$ cat src/rtl/clk_burst_gate_ctrl_if.sv
// Requester-side bundle of the burst gated-clock controller.
// Handshake: req_i is a level held until the matching gnt_o pulse; lengths are sampled on the granting edge.
interface clk_burst_gate_ctrl_if #(
    parameter int CNT_W = 8
);
    logic [1:0]       req_i;
    logic [CNT_W-1:0] len0_i;
    logic [CNT_W-1:0] len1_i;
    logic [1:0]       gnt_o;
    logic [1:0]       done_o;
    logic             busy_o;
    logic             active_o;
    logic             gclk_o;
    logic [1:0]       state_dbg;

    modport slave (
        input  req_i, len0_i, len1_i,
        output gnt_o, done_o, busy_o, active_o, gclk_o, state_dbg
    );

    modport master (
        output req_i, len0_i, len1_i,
        input  gnt_o, done_o, busy_o, active_o, gclk_o, state_dbg
    );
endinterface

$ cat src/rtl/clk_burst_gate_ctrl.sv
// Round-robin burst arbiter driving one glitch-free gated clock (posedge enable, negedge re-time, AND).
// Two requesters each ask for N gated pulses; bursts are separated by GAP idle cycles.
module clk_burst_gate_ctrl #(
    parameter int CNT_W = 8,
    parameter int GAP   = 2
) (
    input logic                  clk,
    input logic                  rst_n,
    clk_burst_gate_ctrl_if.slave bus
);
    localparam logic [1:0]       ST_IDLE = 2'd0;
    localparam logic [1:0]       ST_RUN  = 2'd1;
    localparam logic [1:0]       ST_GAP  = 2'd2;
    localparam logic [CNT_W-1:0] GAP_LD  = CNT_W'(GAP);
    localparam logic [CNT_W-1:0] CNT_ONE = CNT_W'(1);

    logic [1:0]       state_q, state_d;
    logic [CNT_W-1:0] cnt_q, cnt_d;
    logic             gate_en_q, gate_en_d;
    logic [1:0]       gnt_q, gnt_d;
    logic [1:0]       done_q, done_d;
    logic             active_q, active_d;
    logic             busy_q;
    logic             en_neg;
    logic             win;
    logic [CNT_W-1:0] len_sel;

    // A zero-length grant still spends one RUN cycle (cnt=0) so done lands the cycle after gnt.
    always_comb begin
        state_d   = state_q;
        cnt_d     = cnt_q;
        gate_en_d = gate_en_q;
        gnt_d     = 2'b00;
        done_d    = 2'b00;
        active_d  = active_q;
        win       = 1'b0;
        len_sel   = '0;
        case (state_q)
            ST_IDLE: begin
                if (bus.req_i != 2'b00) begin
                    win       = (bus.req_i == 2'b11) ? ~active_q : bus.req_i[1];
                    len_sel   = win ? bus.len1_i : bus.len0_i;
                    gnt_d     = win ? 2'b10 : 2'b01;
                    active_d  = win;
                    cnt_d     = len_sel;
                    gate_en_d = (len_sel != '0);
                    state_d   = ST_RUN;
                end
            end
            ST_RUN: begin
                if (cnt_q <= CNT_ONE) begin
                    gate_en_d = 1'b0;
                    done_d    = active_q ? 2'b10 : 2'b01;
                    if ((cnt_q != '0) && (GAP > 0)) begin
                        state_d = ST_GAP;
                        cnt_d   = GAP_LD;
                    end else begin
                        state_d = ST_IDLE;
                        cnt_d   = '0;
                    end
                end else begin
                    cnt_d = cnt_q - CNT_ONE;
                end
            end
            ST_GAP: begin
                if (cnt_q <= CNT_ONE) begin
                    state_d = ST_IDLE;
                    cnt_d   = '0;
                end else begin
                    cnt_d = cnt_q - CNT_ONE;
                end
            end
            default: begin
                state_d   = ST_IDLE;
                cnt_d     = '0;
                gate_en_d = 1'b0;
            end
        endcase
    end

    always_ff @(posedge clk or negedge rst_n) begin
        if (!rst_n) begin
            state_q   <= ST_IDLE;
            cnt_q     <= '0;
            gate_en_q <= 1'b0;
            gnt_q     <= 2'b00;
            done_q    <= 2'b00;
            active_q  <= 1'b1;
            busy_q    <= 1'b0;
        end else begin
            state_q   <= state_d;
            cnt_q     <= cnt_d;
            gate_en_q <= gate_en_d;
            gnt_q     <= gnt_d;
            done_q    <= done_d;
            active_q  <= active_d;
            busy_q    <= (state_d != ST_IDLE);
        end
    end

    // Re-timing on the falling edge keeps the enable stable across every clk high phase.
    always_ff @(negedge clk or negedge rst_n) begin
        if (!rst_n) begin
            en_neg <= 1'b0;
        end else begin
            en_neg <= gate_en_q;
        end
    end

    assign bus.gclk_o    = clk & en_neg;
    assign bus.gnt_o     = gnt_q;
    assign bus.done_o    = done_q;
    assign bus.busy_o    = busy_q;
    assign bus.active_o  = active_q;
    assign bus.state_dbg = state_q;
endmodule

$ cat src/flat_wrapper.sv
// flat-port wrapper written by rule: the top's interface ports become plain ports
module clk_burst_gate_ctrl_flat 
#(
    parameter int CNT_W = 8,
    parameter int GAP   = 2
)
  (clk, rst_n, bus_req_i, bus_len0_i, bus_len1_i, bus_gnt_o, bus_done_o, bus_busy_o, bus_active_o, bus_gclk_o, bus_state_dbg);
  clk_burst_gate_ctrl_if #(.CNT_W(CNT_W)) bus_i ();
  input logic clk;
  input logic rst_n;
  input wire logic [$bits(bus_i.req_i)-1:0] bus_req_i;
  input wire logic [$bits(bus_i.len0_i)-1:0] bus_len0_i;
  input wire logic [$bits(bus_i.len1_i)-1:0] bus_len1_i;
  output wire logic [$bits(bus_i.gnt_o)-1:0] bus_gnt_o;
  output wire logic [$bits(bus_i.done_o)-1:0] bus_done_o;
  output wire logic [$bits(bus_i.busy_o)-1:0] bus_busy_o;
  output wire logic [$bits(bus_i.active_o)-1:0] bus_active_o;
  output wire logic [$bits(bus_i.gclk_o)-1:0] bus_gclk_o;
  output wire logic [$bits(bus_i.state_dbg)-1:0] bus_state_dbg;
  assign bus_i.req_i = bus_req_i;
  assign bus_i.len0_i = bus_len0_i;
  assign bus_i.len1_i = bus_len1_i;
  assign bus_gnt_o = bus_i.gnt_o;
  assign bus_done_o = bus_i.done_o;
  assign bus_busy_o = bus_i.busy_o;
  assign bus_active_o = bus_i.active_o;
  assign bus_gclk_o = bus_i.gclk_o;
  assign bus_state_dbg = bus_i.state_dbg;
  clk_burst_gate_ctrl #(.CNT_W(CNT_W), .GAP(GAP)) u_core (.clk(clk), .rst_n(rst_n), .bus(bus_i));
endmodule
$ cat config.mk
export PLATFORM = sky130hd
export DESIGN_NAME = clk_burst_gate_ctrl_flat
export DESIGN_NICKNAME = d
export VERILOG_FILES = /design/src/rtl/clk_burst_gate_ctrl_if.sv /design/src/rtl/clk_burst_gate_ctrl.sv /design/src/flat_wrapper.sv
export SDC_FILE = /design/constraint.sdc
export NUM_CORES = 1
export LEC_CHECK = 0
export BUFFER_PORTS_ARGS = -buffer_cell sky130_fd_sc_hd__buf_2
export CAP_MARGIN = 20
export CELL_PAD_IN_SITES_DETAIL_PLACEMENT = 0
export CELL_PAD_IN_SITES_GLOBAL_PLACEMENT = 1
export CORE_ASPECT_RATIO = 2
export CORE_UTILIZATION = 27
export CTS_BUF_LIST = sky130_fd_sc_hd__clkbuf_4
export CTS_CLUSTER_SIZE = 12
export DETAILED_ROUTE_END_ITERATION = 7
export PLACE_DENSITY_LB_ADDON = 0.2
export SYNTH_ARGS = -nofsm -noshare
export SYNTH_HDL_FRONTEND = slang
export SYNTH_SLANG_ARGS = --single-unit
$ cat constraint.sdc
create_clock -name clk -period 2.2 [get_ports clk]
set_input_delay 0.22 -clock clk [delete_from_list [all_inputs] [get_ports clk]]
set_output_delay 0.22 -clock clk [all_outputs]
set_load 0.02 [all_outputs]
After elaboration in Yosys (flattened, before gate mapping)
Index checks and enable logic that the tools add are counted.

Register bits after elaboration: 18. Output and inout port bits: 9.

Magnitude comparators: 1. Reductions and logical operators: 7. Add/sub/neg operators: 1. Mux-type cells: 21. Equal/unequal tests: 5. Bitwise gates (word level): 3.

Operators with widths (count): 8-bit 2-to-1 mux (4); 8-bit case mux with 3 select lines (1); 2-bit 2-to-1 mux (11); 8-bit nonzero test (2); 8-bit by 1-bit less-or-equal comparator with 1-bit output (second input constant) (1); 8-bit by 1-bit subtractor with 8-bit output (second input constant) (1); 2-bit case mux with 3 select lines (1); 2-bit == test (second input constant) (2); 2-bit by 1-bit inequality test with 1-bit output (second input constant) (2); 2-bit nonzero test (2); 1-bit 2-to-1 mux (3); 1-bit case mux with 3 select lines (1); 3-bit AND reduction (1); 2-bit by 1-bit == test with 1-bit output (second input constant) (1); 2-bit logical NOT (1); 1-bit NOT (2); 2-bit AND reduction (1); 1-bit AND (1).

Logic depth before layout (Yosys ltp)
Gate-level depths: netlist (run 1).

Depth after elaboration: 6. Mapped depth: 6. Mapped depth without buffers: 6.

==> results of run 1 <==
==> layout by cell type (no fill, tap or decap), types with 3 or more instances in the layout <==
cell / n
buf_2: 27
dfrtp_1: 16
nor2_1: 8
nor3_1: 8
mux2i_1: 8
nand2_1: 7
clkbuf_4: 7
or3_1: 5
o21ai_0: 5
o221ai_1: 5
buf_4: 5
inv_1: 4
xnor2_1: 4
nor4_1: 4
nand3_1: 3
a21oi_1: 3
==> final timing paths <==
check | cells after the start | start | end
max | 2 | u_core.en_neg | bus_gclk_o
min | 2 | bus_req_i[0] | u_core.bus.active_o
max reg2reg | 4 | u_core.cnt_q[5] | u_core.cnt_q[3]
min reg2reg | 2 | u_core.bus.active_o | u_core.bus.done_o[1]
max in group asynchronous | 2 | rst_n | u_core.en_neg
min in group asynchronous | 3 | rst_n | u_core.bus.state_dbg[1]
==> layout make-up <==
type | count | area (um^2)
repair buffers | 33 | 183
clock buffers | 8 | 63.8
flip-flops and latches | 18 | 452
multi-input cells | 85 | 583
well taps | 51 | 63.8
fillers | 404 | 2440
inverters | 4 | 15.0
==> what timing repair did <==
action,in CTS,in global routing
hold buffers,1,0
gates resized for setup,1,2
pin swaps,0,1
setup endpoints to repair,2,2
hold endpoints to repair,16,0
==> metrics by stage <==
stage | setup WS [ns] | hold WS (ns)
6_report | -0.154 | 0.0540
4_1_cts | -0.162 | 0.0405
3_5_place_dp | 0.271 | 0.272
5_1_grt | -0.204 | 0.0617
2_1_floorplan | 0.305 | -0.0756
3_3_place_gp | 0.273 | 0.258
==> power groups by stage <==
stage	Clock, mW	Sequential [mW]	Combinational (mW)
finish	0.311	0.603	0.733
global route	0.334	0.624	0.821
CTS	0.307	0.600	0.746
detailed placement	0.0266	0.605	0.741
global placement	0.0266	0.600	0.723
floorplan	0.0191	0.594	0.533
==> layer usage <==
layer  GRT usage (%)  up-vias
li1                -      485
met1            14.4      471
met2            27.1       20
met3            3.18        8
met4            11.8        0
met5               0        -
==> cells by family (layout without fill, tap and decap cells) <==
family                   Yosys count  after routing  synth area share (%)
flip-flops                        18             18                  42.2
adder cells (fa/ha/maj)            2              2                  2.34
AO/OA/AOI/OAI                     28             28                  19.5
AND/OR/NAND/NOR                   42             42                  20.8
buffers and inverters              8             45                  3.51
XOR/XNOR                           5              5                  4.09
multiplexers                       8              8                  7.49
==> state kept, by name (all words and copies together) (netlist names) <==
name,cells
u_core.bus.busy_o,1
u_core.en_neg,1
u_core.bus.state_dbg,2
u_core.gate_en_q,1
u_core.bus.done_o,2
u_core.bus.gnt_o,2
u_core.bus.active_o,1
u_core.cnt_q,8
==> impl_metrics.sql, run 1 <==
INSERT INTO impl_metrics (metric_group, metric, value, unit) VALUES
('power_and_ir_drop', 'design_power_total', '1.65', 'mW'),
('detailed_routing', 'top_layer', 'met4', ''),
('power_and_ir_drop', 'clock_power_share', '18.9', '%'),
('setup_path', 'timing.critical_path.arrival', '2.13', 'ns'),
('power_and_ir_drop', 'power.share.switching', '41.6', '%'),
('sta', 'timing.final.setup_violations', '2', ''),
('place', 'numPortBuffers', '28', ''),
('global_routing', 'global_route.usage.total', '15.7', '%'),
('place', 'gpl.final_weighted_congestion', '0.846', ''),
('detailed_routing', 'antenna_violating_nets_post_route', '0', ''),
('sta', 'setup_tns', '-0.154', 'ns'),
('logic_synthesis', 'postSynthCellCount', '111', ''),
('global_routing', 'antenna_found_initial', '0', ''),
('detailed_routing', 'drt_wl_total', '3.01', 'mm'),
('sta', 'post-route-worst-setup-slack', '-0.154', 'ns'),
('setup_path', 'worstPathCellList', 'and2_4 > buf_6', ''),
('setup_path', 'rrSetupSlack', '0.37', 'ns'),
('sta', 'skew', '0.0100', 'ns'),
('global_routing', 'pin_count_of_the_biggest_net_entering_global_routing', '18', ''),
('sta', 'rsz0062_at_grt', 'true', ''),
('die', 'core-area', '3800', 'um^2'),
('status', 'status', 'finished, violations left', ''),
('logic_synthesis', 'synthDistinctLibCells', '37', ''),
('clock_network', 'insertion_delay', '0.40', 'ns'),
('logic_synthesis', 'synth_enable_flop_cells', '0', ''),
('detailed_routing', 'avgRoutedWirePerCell', '15.1', 'um'),
('setup_path', 'end_kind', 'primary output', ''),
('logic_synthesis', 'yosys-top-cells-count', '16 x dfrtp_1, 8 x mux2i_1, 8 x nor2_1, 8 x nor3_1, 7 x nand2_1', ''),
('logic_synthesis', 'yosys_warnings', '0', ''),
('logic_synthesis', 'synth.area.top_cells', 'dfrtp_1 37%, mux2i_1 7.5%, o221ai_1 4.1%, nor3_1 3.7%, xnor2_1 3.3%', ''),
('cells_and_area', 'final_design_area_no_fill', '1360', 'um^2'),
('cells_and_area', 'final-instance-count-excl-fill', '199', ''),
('logic_synthesis', 'synth-seq-cells', '18', ''),
('global_routing', 'global_route_wire_length_before_repair', '4.57', 'mm'),
('place', 'hpwl', '2.40', 'mm'),
('cells_and_area', 'final_net_count', '171', ''),
('detailed_routing', 'met2_wirelength', '1.75', 'mm'),
('clock_network', 'tritoncts', 'done', ''),
('setup_path', 'critPathSlowestCell', 'dfrtn_1', ''),
('logic_synthesis', 'yosysSeqAreaShare', '42.2', '%'),
('setup_path', 'cp_data_required_time', '1.98', 'ns'),
('place', 'dpl.cell_count', '191', ''),
('logic_synthesis', 'synthesis.area', '1070', 'um^2'),
('sta', 'final_hold_fails', '0', ''),
('run', 'maxCapViolations', '0', ''),
('power_and_ir_drop', 'power.switching', '0.686', 'mW'),
('cells_and_area', 'diodes', '0', ''),
('detailed_routing', 'wirelength_met1', '1.00', 'mm'),
('power_and_ir_drop', 'combPwrFrac', '44.5', '%'),
('sta', 'worst_pin_slew', '0.768', 'ns'),
('logic_synthesis', 'postSynth.topFlopCell', 'dfrtp_1', ''),
('power_and_ir_drop', 'vdd_ir_drop_max', '0.421', 'mV'),
('logic_synthesis', 'synth_area_per_cell', '9.64', 'um^2'),
('die', 'initial_utilization', '28.1', '%'),
('global_routing', 'first_global_vias', '992', ''),
('status', 'violations', 'setup timing', ''),
('setup_path', 'cp_slowest_stage_delay', '0.39', 'ns'),
('die', 'core.rowCount', '32', ''),
('die', 'die-width', '46.5', 'um'),
('power_and_ir_drop', 'power_report.internal_total', '0.961', 'mW'),
('setup_path', 'cp-start-kind', 'flop', ''),
('detailed_routing', 'first_iter_violations', '12', ''),
('logic_synthesis', 'synth.top_cell.area_share', '37.4', '%'),
('logic_synthesis', 'synth.net_count', '133', ''),
('die', 'die_area', '4230', 'um^2'),
('power_and_ir_drop', 'p_leak', '0.597', 'nW'),
('detailed_routing', 'drt-pass1-iter-count', '4', ''),
('setup_path', 'path_max_fanout', '1', ''),
('cells_and_area', 'layout-drive-gt1-share', '32.4', '%'),
('logic_synthesis', 'most_frequent_cell_after_synthesis', 'dfrtp_1', ''),
('setup_path', 'critical-path-top-delay-family', 'flip-flops', '');
Power figures use the tool's default switching activity.
==> run 2: changes to the inputs <==
--- a/config.mk
+++ b/config.mk
@@ -5,6 +5,7 @@
 export SDC_FILE = /design/constraint.sdc
 export NUM_CORES = 1
 export LEC_CHECK = 0
+export ABC_AREA = 1
 export BUFFER_PORTS_ARGS = -buffer_cell sky130_fd_sc_hd__buf_2
 export CAP_MARGIN = 20
 export CELL_PAD_IN_SITES_DETAIL_PLACEMENT = 0
@@ -14,6 +15,7 @@
 export CTS_BUF_LIST = sky130_fd_sc_hd__clkbuf_4
 export CTS_CLUSTER_SIZE = 12
 export DETAILED_ROUTE_END_ITERATION = 7
+export HOLD_SLACK_MARGIN = 0.06
 export PLACE_DENSITY_LB_ADDON = 0.2
 export SYNTH_ARGS = -nofsm -noshare
 export SYNTH_HDL_FRONTEND = slang
==> run 2 against run 1 <==
  * The flow still finishes with violations (setup timing)
  * Sequential share of layout area decreased by 2.5 points
  * Worst setup slack improved by 0.014 ns
  * Die area increased by 12%
  * Clock skew down 0.0011 ns
  * Clock-buffer cell count shrank 1
  * First-iteration DRC count increased by 17%
  * Register-to-register slack improved by 0.20 ns
  * Utilization decreased by 1.6 points
  * Combinational power down 91%
  * Sequential cell count unchanged
  * Clock power grew 2%
  * Via count grew 15%
  * Critical path type unchanged
  * Highest routed layer unchanged
==> impl_metrics.sql, run 2 <==
INSERT INTO impl_metrics (metric_group, metric, value, unit) VALUES
('die', 'die_area', '4750', 'um^2'),
('worst_hold_path', 'hold-path-cell-count', '3', ''),
('sta', 'skew', '0.00889', 'ns'),
('die', 'core-area', '4300', 'um^2'),
('cells_and_area', 'area_growth_syn_to_layout', '21.8', '%'),
('cells_and_area', 'layout-drive-gt1-share', '27.4', '%'),
('run', 'maxCapViolations', '0', ''),
('setup_path', 'worst-r2r-cell-count', '11', ''),
('sta', 'final_max_slew_viol_count', '0', ''),
('sta', 'final_hold_fails', '0', ''),
('logic_synthesis', 'synthesis.area', '1210', 'um^2'),
('sta', 'timing.final.setup_violations', '2', ''),
('detailed_routing', 'route.vias.total', '1127', ''),
('die', 'initial_utilization', '28.1', '%'),
('logic_synthesis', 'postSynthCellCount', '172', ''),
('setup_path', 'worstPathCellList', 'nand2_1 > inv_2 > buf_6', ''),
('logic_synthesis', 'largest_family_of_logic_cells_by_synthesized_area', 'simple AND/OR/NAND/NOR gates', ''),
('cells_and_area', 'largest_register', 'u_core.cnt_q', ''),
('status', 'violations', 'setup timing', ''),
('cells_and_area', 'final_net_count', '231', ''),
('place', 'gpl.final_weighted_congestion', '0.803', ''),
('logic_synthesis', 'postSynth.topFlopCell', 'dfrtp_1', ''),
('logic_synthesis', 'yosysSeqAreaShare', '37.4', '%'),
('die', 'core.rowCount', '34', ''),
('sta', 'worst_pin_slew', '0.352', 'ns'),
('logic_synthesis', 'yosys-top-cells-count', '62 x nand2_1, 24 x inv_1, 17 x nor2_1', ''),
('global_routing', 'global_route_wire_length_before_repair', '4.89', 'mm'),
('sta', 'rsz0062_at_grt', 'true', ''),
('logic_synthesis', 'xor_xnor_share_of_the_synthesized_area', '4.36', '%'),
('detailed_routing', 'antenna_violating_nets_post_route', '0', ''),
('place', 'hpwl', '2.30', 'mm'),
('logic_synthesis', 'synth_area_per_cell', '7.01', 'um^2'),
('detailed_routing', 'post_drt_via_cell_ratio', '4.30', ''),
('cells_and_area', 'final_design_area_no_fill', '1470', 'um^2'),
('global_routing', 'global_route.usage.total', '13.9', '%'),
('logic_synthesis', 'most_frequent_cell_after_synthesis', 'nand2_1', ''),
('global_routing', 'antenna_found_initial', '0', ''),
('cells_and_area', 'diodes', '0', ''),
('global_routing', 'globalRouteOverflowTotal', '0', ''),
('logic_synthesis', 'post_synth_and_or_nand_nor_area_fraction', '36.6', '%'),
('die', 'chip_height', '96.5', 'um'),
('setup_path', 'cp-start-kind', 'flop', ''),
('global_routing', 'pin_count_of_the_biggest_net_entering_global_routing', '19', ''),
('logic_synthesis', 'synth.top_cell.area_share', '33.2', '%'),
('setup_path', 'end_kind', 'primary output', ''),
('detailed_routing', 'drt_wl_total', '2.73', 'mm'),
('sta', 'slew-limit-headroom', '76.4', '%'),
('power_and_ir_drop', 'cellPowerDensity', '490', 'nW/um^2'),
('logic_synthesis', 'synth_enable_flop_cells', '0', ''),
('setup_path', 'critPathSlowestCell', 'dfrtn_1', ''),
('power_and_ir_drop', 'vdd_ir_drop_max', '0.245', 'mV'),
('status', 'status', 'finished, violations left', ''),
('logic_synthesis', 'synth-adder-area-share', '2.07', '%'),
('setup_path', 'path_max_fanout', '1', ''),
('logic_synthesis', 'synth.net_count', '194', ''),
('detailed_routing', 'post-route-drc-count', '0', ''),
('logic_synthesis', 'multiplexer_share_of_the_synthesized_area', '0', '%'),
('cells_and_area', 'layout.cells.most_common', 'nand2_1', ''),
('logic_synthesis', 'synth-seq-cells', '18', ''),
('logic_synthesis', 'synth-compound-area-share', '8.82', '%'),
('cells_and_area', 'largest_register_ffs', '8', ''),
('clock_network', 'tritoncts', 'done', ''),
('setup_path', 'cp_slowest_stage_delay', '0.40', 'ns'),
('detailed_routing', 'first_iter_violations', '14', ''),
('detailed_routing', 'avgRoutedWirePerCell', '10.4', 'um'),
('logic_synthesis', 'synth_area_leader_cell', 'dfrtp_1', ''),
('clock_network', 'cts.repair_timing.setup_buffer_count', '0', ''),
('place', 'numPortBuffers', '28', ''),
('worst_hold_path', 'hold_class', 'in2reg', ''),
('logic_synthesis', 'synthDistinctLibCells', '27', ''),
('setup_path', 'timing.critical_path.arrival', '2.12', 'ns'),
('logic_synthesis', 'yosys_warnings', '0', ''),
('setup_path', 'class_of_the_most_critical_setup_path', 'reg2out', ''),
('logic_synthesis', 'synth.area.top_cells', 'dfrtp_1 33%, nand2_1 19%, inv_1 7.5%, nor2_1 5.3%, nand2_2 3.6%', ''),
('sta', 'post-route-worst-setup-slack', '-0.141', 'ns'),
('detailed_routing', 'drt-pass1-iter-count', '4', ''),
('place', 'postPlaceCellArea', '1390', 'um^2'),
('clock_network', 'worst_setup_hold_path_clk_slew', '0.10', 'ns'),
('setup_path', 'rrSetupSlack', '0.57', 'ns'),
('power_and_ir_drop', 'p_leak', '0.834', 'nW'),
('global_routing', 'first_global_vias', '1229', ''),
('logic_synthesis', 'synthArstFlopShare', '100', '%'),
('cells_and_area', 'final_cell_mix', '62 x nand2_1, 27 x buf_2, 23 x inv_1', ''),
('die', 'io-pin-count', '29', ''),
('power_and_ir_drop', 'design_power_total', '0.720', 'mW'),
('setup_path', 'cp_data_required_time', '1.98', 'ns'),
('clock_network', 'insertion_delay', '0.41', 'ns'),
('die', 'die-width', '49.3', 'um');
run 2: power breakdown:
part | internal [mW] | total [mW] | switching, mW | leakage, nW
sequential | 0.334 | 0.337 | 0.00222 | 0.205
combinational | 0.0285 | 0.0655 | 0.0369 | 0.585
clock | 0.159 | 0.318 | 0.158 | 0.0435
total | 0.522 | 0.720 | 0.198 | 0.834
run 2: metrics by stage:
stage / hold WS (ns) / TNS, ns / setup WS (ns) / utilization (%) / instances
finish: 0.115 / -0.141 / -0.141 / 34.2 / 262
global route: 0.116 / -0.201 / -0.201 / 34.2 / 262
CTS: 0.101 / -0.178 / -0.178 / 34.2 / 262
detailed placement: 0.213 / 0 / 0.285 / 32.4 / 253
global placement: 0.204 / 0 / 0.297 / 32.4 / 253
floorplan: -0.0756 / 0 / 0.341 / - / 172
run 2: cell families (layout without fill, tap and decap cells):
kind of cell	Yosys count	in the layout
AO/OA/AOI/OAI	15	15
adder cells (fa/ha/maj)	2	2
buffers and inverters	29	65
AND/OR/NAND/NOR	102	102
XOR/XNOR	6	6
flip-flops	18	18
run 2: repair_timing:
item	CTS	global route
endpoints found under the setup margin	2	2
gates resized for setup	2	1
endpoints found under the hold margin	18	0
hold buffers	2	0
run 2: path summary, 6_finish.rpt:
| path | from | end |
|---|---|---|
| setup / recovery | u_core.en_neg | bus_gclk_o |
| hold / removal | bus_req_i[0] | u_core.bus.gnt_o[0] |
| setup reg to reg | u_core.cnt_q[0] | u_core.cnt_q[6] |
| hold reg to reg | u_core.gate_en_q | u_core.gate_en_q |
| max in group asynchronous | rst_n | u_core.en_neg |
| min in group asynchronous | rst_n | u_core.gate_en_q |
run 2: critical path: cells and delay by family, from the launching register on:
kind,cells,cell delay (ns)
AND/OR/NAND/NOR,1,0.06
flip-flops,1,0.40
buffers and inverters,2,0.15
run 2: area by class of cell:
cell class,count,area (um^2)
fillers,480,2830
flip-flops and latches,18,452
clock buffers,7,56.3
multi-input cells,125,626
clock inverters,2,7.51
inverters,26,97.6
well taps,54,67.6
repair buffers,30,163
run 2: per-layer routing:
metal / vias up / GRT usage (%) / wire (um)
li1: 587 / - / -
met1: 507 / 11.3 / 1050
met2: 28 / 27.6 / 1580
met3: 5 / 2.97 / 71
met4: 0 / 10.8 / 37
met5: - / 0 / 0
==> run 3: changes to the inputs <==
--- a/config.mk
+++ b/config.mk
@@ -5,13 +5,13 @@
 export SDC_FILE = /design/constraint.sdc
 export NUM_CORES = 1
 export LEC_CHECK = 0
-export ABC_AREA = 1
 export BUFFER_PORTS_ARGS = -buffer_cell sky130_fd_sc_hd__buf_2
 export CAP_MARGIN = 20
 export CELL_PAD_IN_SITES_DETAIL_PLACEMENT = 0
 export CELL_PAD_IN_SITES_GLOBAL_PLACEMENT = 1
 export CORE_ASPECT_RATIO = 2
-export CORE_UTILIZATION = 27
+export CORE_MARGIN = 3
+export CORE_UTILIZATION = 40
 export CTS_BUF_LIST = sky130_fd_sc_hd__clkbuf_4
 export CTS_CLUSTER_SIZE = 12
 export DETAILED_ROUTE_END_ITERATION = 7
==> run 3 against run 2 <==
  * Routed wire length increased by 5.3%
  * Combinational power increased to 11 times the previous value
  * Critical path depth decreased by 1
  * Register-to-register slack got worse by 0.19 ns
  * Final cell count decreased by 34%
  * The run still ends with setup timing left
  * Cell area decreased by 10%
  * Clock skew about the same
  * Non-clock buffer count increased by 2
  * Sequential cell count unchanged
  * Clock-buffer cell count unchanged
==> impl_metrics.sql, run 3 (same netlist as run 1, synthesis figures left out) <==
INSERT INTO impl_metrics (metric_group, metric, value, unit) VALUES
('status', 'status', 'finished, violations left', ''),
('status', 'violations', 'setup timing', ''),
('power_and_ir_drop', 'vdd_ir_drop_max', '0.579', 'mV'),
('power_and_ir_drop', 'combPwrFrac', '44.1', '%'),
('setup_path', 'timing.critical_path.arrival', '2.13', 'ns'),
('place', 'gpl.final_weighted_congestion', '0.813', ''),
('place', 'dp_slack', '0.206', 'ns'),
('cells_and_area', 'diodes', '0', ''),
('power_and_ir_drop', 'p_leak', '0.587', 'nW'),
('setup_path', 'cp_data_required_time', '1.98', 'ns'),
('setup_path', 'path_max_fanout', '1', ''),
('sta', 'timing.final.setup_violations', '2', ''),
('detailed_routing', 'antenna_violating_nets_post_route', '0', ''),
('worst_hold_path', 'hold_class', 'in2reg', ''),
('detailed_routing', 'avgRoutedWirePerCell', '16.5', 'um'),
('detailed_routing', 'drt_wl_total', '2.88', 'mm'),
('setup_path', 'end_kind', 'primary output', ''),
('detailed_routing', 'drt-pass1-iter-count', '4', ''),
('global_routing', 'global_route_wire_length_before_repair', '4.58', 'mm'),
('global_routing', 'antenna_found_initial', '0', ''),
('cells_and_area', 'final_design_area_no_fill', '1320', 'um^2'),
('sta', 'final_hold_fails', '0', ''),
('sta', 'rsz0062_at_grt', 'true', ''),
('sta', 'final_max_slew_viol_count', '0', ''),
('die', 'initial_utilization', '43.3', '%'),
('die', 'core.rowCount', '25', ''),
('power_and_ir_drop', 'seq_power_share', '37.5', '%'),
('die', 'core-area', '2470', 'um^2'),
('clock_network', 'insertion_delay', '0.41', 'ns'),
('power_and_ir_drop', 'power.switching', '0.687', 'mW'),
('global_routing', 'globalRouteOverflowTotal', '0', ''),
('power_and_ir_drop', 'power.share.switching', '42.3', '%'),
('power_and_ir_drop', 'clock_power_share', '18.5', '%'),
('die', 'chip_height', '79.1', 'um'),
('setup_path', 'cp-start-kind', 'flop', ''),
('setup_path', 'cp_slowest_stage_delay', '0.39', 'ns'),
('die', 'die-width', '42.6', 'um'),
('cells_and_area', 'layout.cells.most_common', 'buf_2', ''),
('detailed_routing', 'post-route-drc-count', '0', ''),
('place', 'postPlaceCellArea', '1240', 'um^2'),
('cells_and_area', 'layout-drive-gt1-share', '30.6', '%'),
('cells_and_area', 'final_net_count', '170', ''),
('cells_and_area', 'area_growth_syn_to_layout', '23.5', '%'),
('cells_and_area', 'final_cell_mix', '27 x buf_2, 16 x dfrtp_1, 8 x nor2_1, 8 x nor3_1, 8 x mux2i_1', ''),
('global_routing', 'global_route.usage.total', '18.6', '%'),
('sta', 'slew-limit-headroom', '47.8', '%'),
('setup_path', 'worstPathCellList', 'and2_4 > buf_6', ''),
('detailed_routing', 'route.vias.total', '1002', ''),
('setup_path', 'class_of_the_most_critical_setup_path', 'reg2out', ''),
('sta', 'skew', '0.00929', 'ns'),
('sta', 'post-route-worst-setup-slack', '-0.154', 'ns'),
('detailed_routing', 'first_iter_violations', '30', ''),
('run', 'maxCapViolations', '0', ''),
('sta', 'setup_tns', '-0.154', 'ns'),
('die', 'die_area', '3370', 'um^2'),
('sta', 'worst_pin_slew', '0.777', 'ns'),
('place', 'hpwl', '2.22', 'mm'),
('global_routing', 'pin_count_of_the_biggest_net_entering_global_routing', '18', ''),
('power_and_ir_drop', 'power_report.internal_total', '0.938', 'mW'),
('clock_network', 'worst_setup_hold_path_clk_slew', '0.11', 'ns'),
('setup_path', 'critPathSlowestCell', 'dfrtn_1', ''),
('die', 'io-pin-count', '29', ''),
('place', 'numPortBuffers', '28', ''),
('cells_and_area', 'largest_register_ffs', '8', ''),
('clock_network', 'tritoncts', 'done', ''),
('global_routing', 'first_global_vias', '1007', ''),
('detailed_routing', 'post_drt_via_cell_ratio', '5.76', ''),
('power_and_ir_drop', 'cellPowerDensity', '1230', 'nW/um^2'),
('cells_and_area', 'largest_register', 'u_core.cnt_q', ''),
('cells_and_area', 'filler_cell_count', '245', '');
[run 3: changes by cell type in the layout (fill, tap and decap cells not counted), moves of 4 or more]
cell      delta
nand2_2      -7
nand2_1     -55
xor2_1       -4
nor3_1       +7
o21ai_2      -5
inv_2        -4
mux2i_1      +8
inv_1       -19
nor4_1       +4
o221ai_1     +5
or3_1        +5
nor2_1       -9
[run 3: power groups by stage]
stage          Sequential [mW]  Clock (mW)  Combinational (mW)
3_5_place_dp             0.613      0.0266               0.716
6_report                 0.609       0.300               0.716
4_1_cts                  0.607       0.303               0.722
3_3_place_gp             0.609      0.0266               0.699
2_1_floorplan            0.594      0.0191               0.533
5_1_grt                  0.628       0.329               0.809
[run 3: worst paths after layout]
path / slack (ns) / cells past startpoint / end / from
setup / recovery: -0.15 / 2 / bus_gclk_o / u_core.en_neg
hold / removal: 0.11 / 3 / u_core.bus.active_o / bus_req_i[1]
setup reg to reg: 0.38 / 4 / u_core.cnt_q[3] / u_core.cnt_q[5]
hold reg to reg: 0.51 / 1 / u_core.gate_en_q / u_core.gate_en_q
max in group asynchronous: 0.95 / 2 / u_core.en_neg / rst_n
min in group asynchronous: 0.33 / 3 / u_core.bus.state_dbg[1] / rst_n
[run 3: routing by layer]
| layer | vias to the layer above | GRT usage, % | routed length (um) |
|---|---|---|---|
| li1 | 490 | - | - |
| met1 | 475 | 18.6 | 1000 |
| met2 | 27 | 32.9 | 1640 |
| met3 | 10 | 3.85 | 110 |
| met4 | 0 | 13.1 | 123 |
| met5 | - | 0 | 0 |
[run 3: what timing repair did]
action,4_1_cts,5_1_grt
hold endpoints to repair,18,0
setup endpoints to repair,2,2
setup buffers,0,0
hold buffers,2,0
gates resized for setup,3,0
[run 3: layout make-up]
cell class / count / area, um^2 / area share, %
Clock buffer: 7 / 56.3 / 4.26
Timing Repair Buffer: 32 / 178 / 13.4
Tap cell: 27 / 33.8 / 2.56
Clock inverter: 1 / 3.75 / 0.284
Multi-Input combinational cell: 85 / 583 / 44.1
Sequential cell: 18 / 452 / 34.2
Inverter: 4 / 15.0 / 1.14
[run 3: per-stage QoR]
stage	hold WS [ns]	total power [mW]	instances	utilization [%]
after CTS	0.109	1.63	173	53.2
after floorplan	-0.0756	1.15	111	-
after global routing	0.155	1.77	174	53.5
final	0.112	1.62	174	53.5
after global placement	0.243	1.34	164	50.0
after detailed placement	0.255	1.36	164	50.0
[run 3: worst max-delay path: cells and delay by family (launching register included)]
kind,cells,cell delay [ns]
buf+inv,1,0.11
simple gates,1,0.13
flops,1,0.39
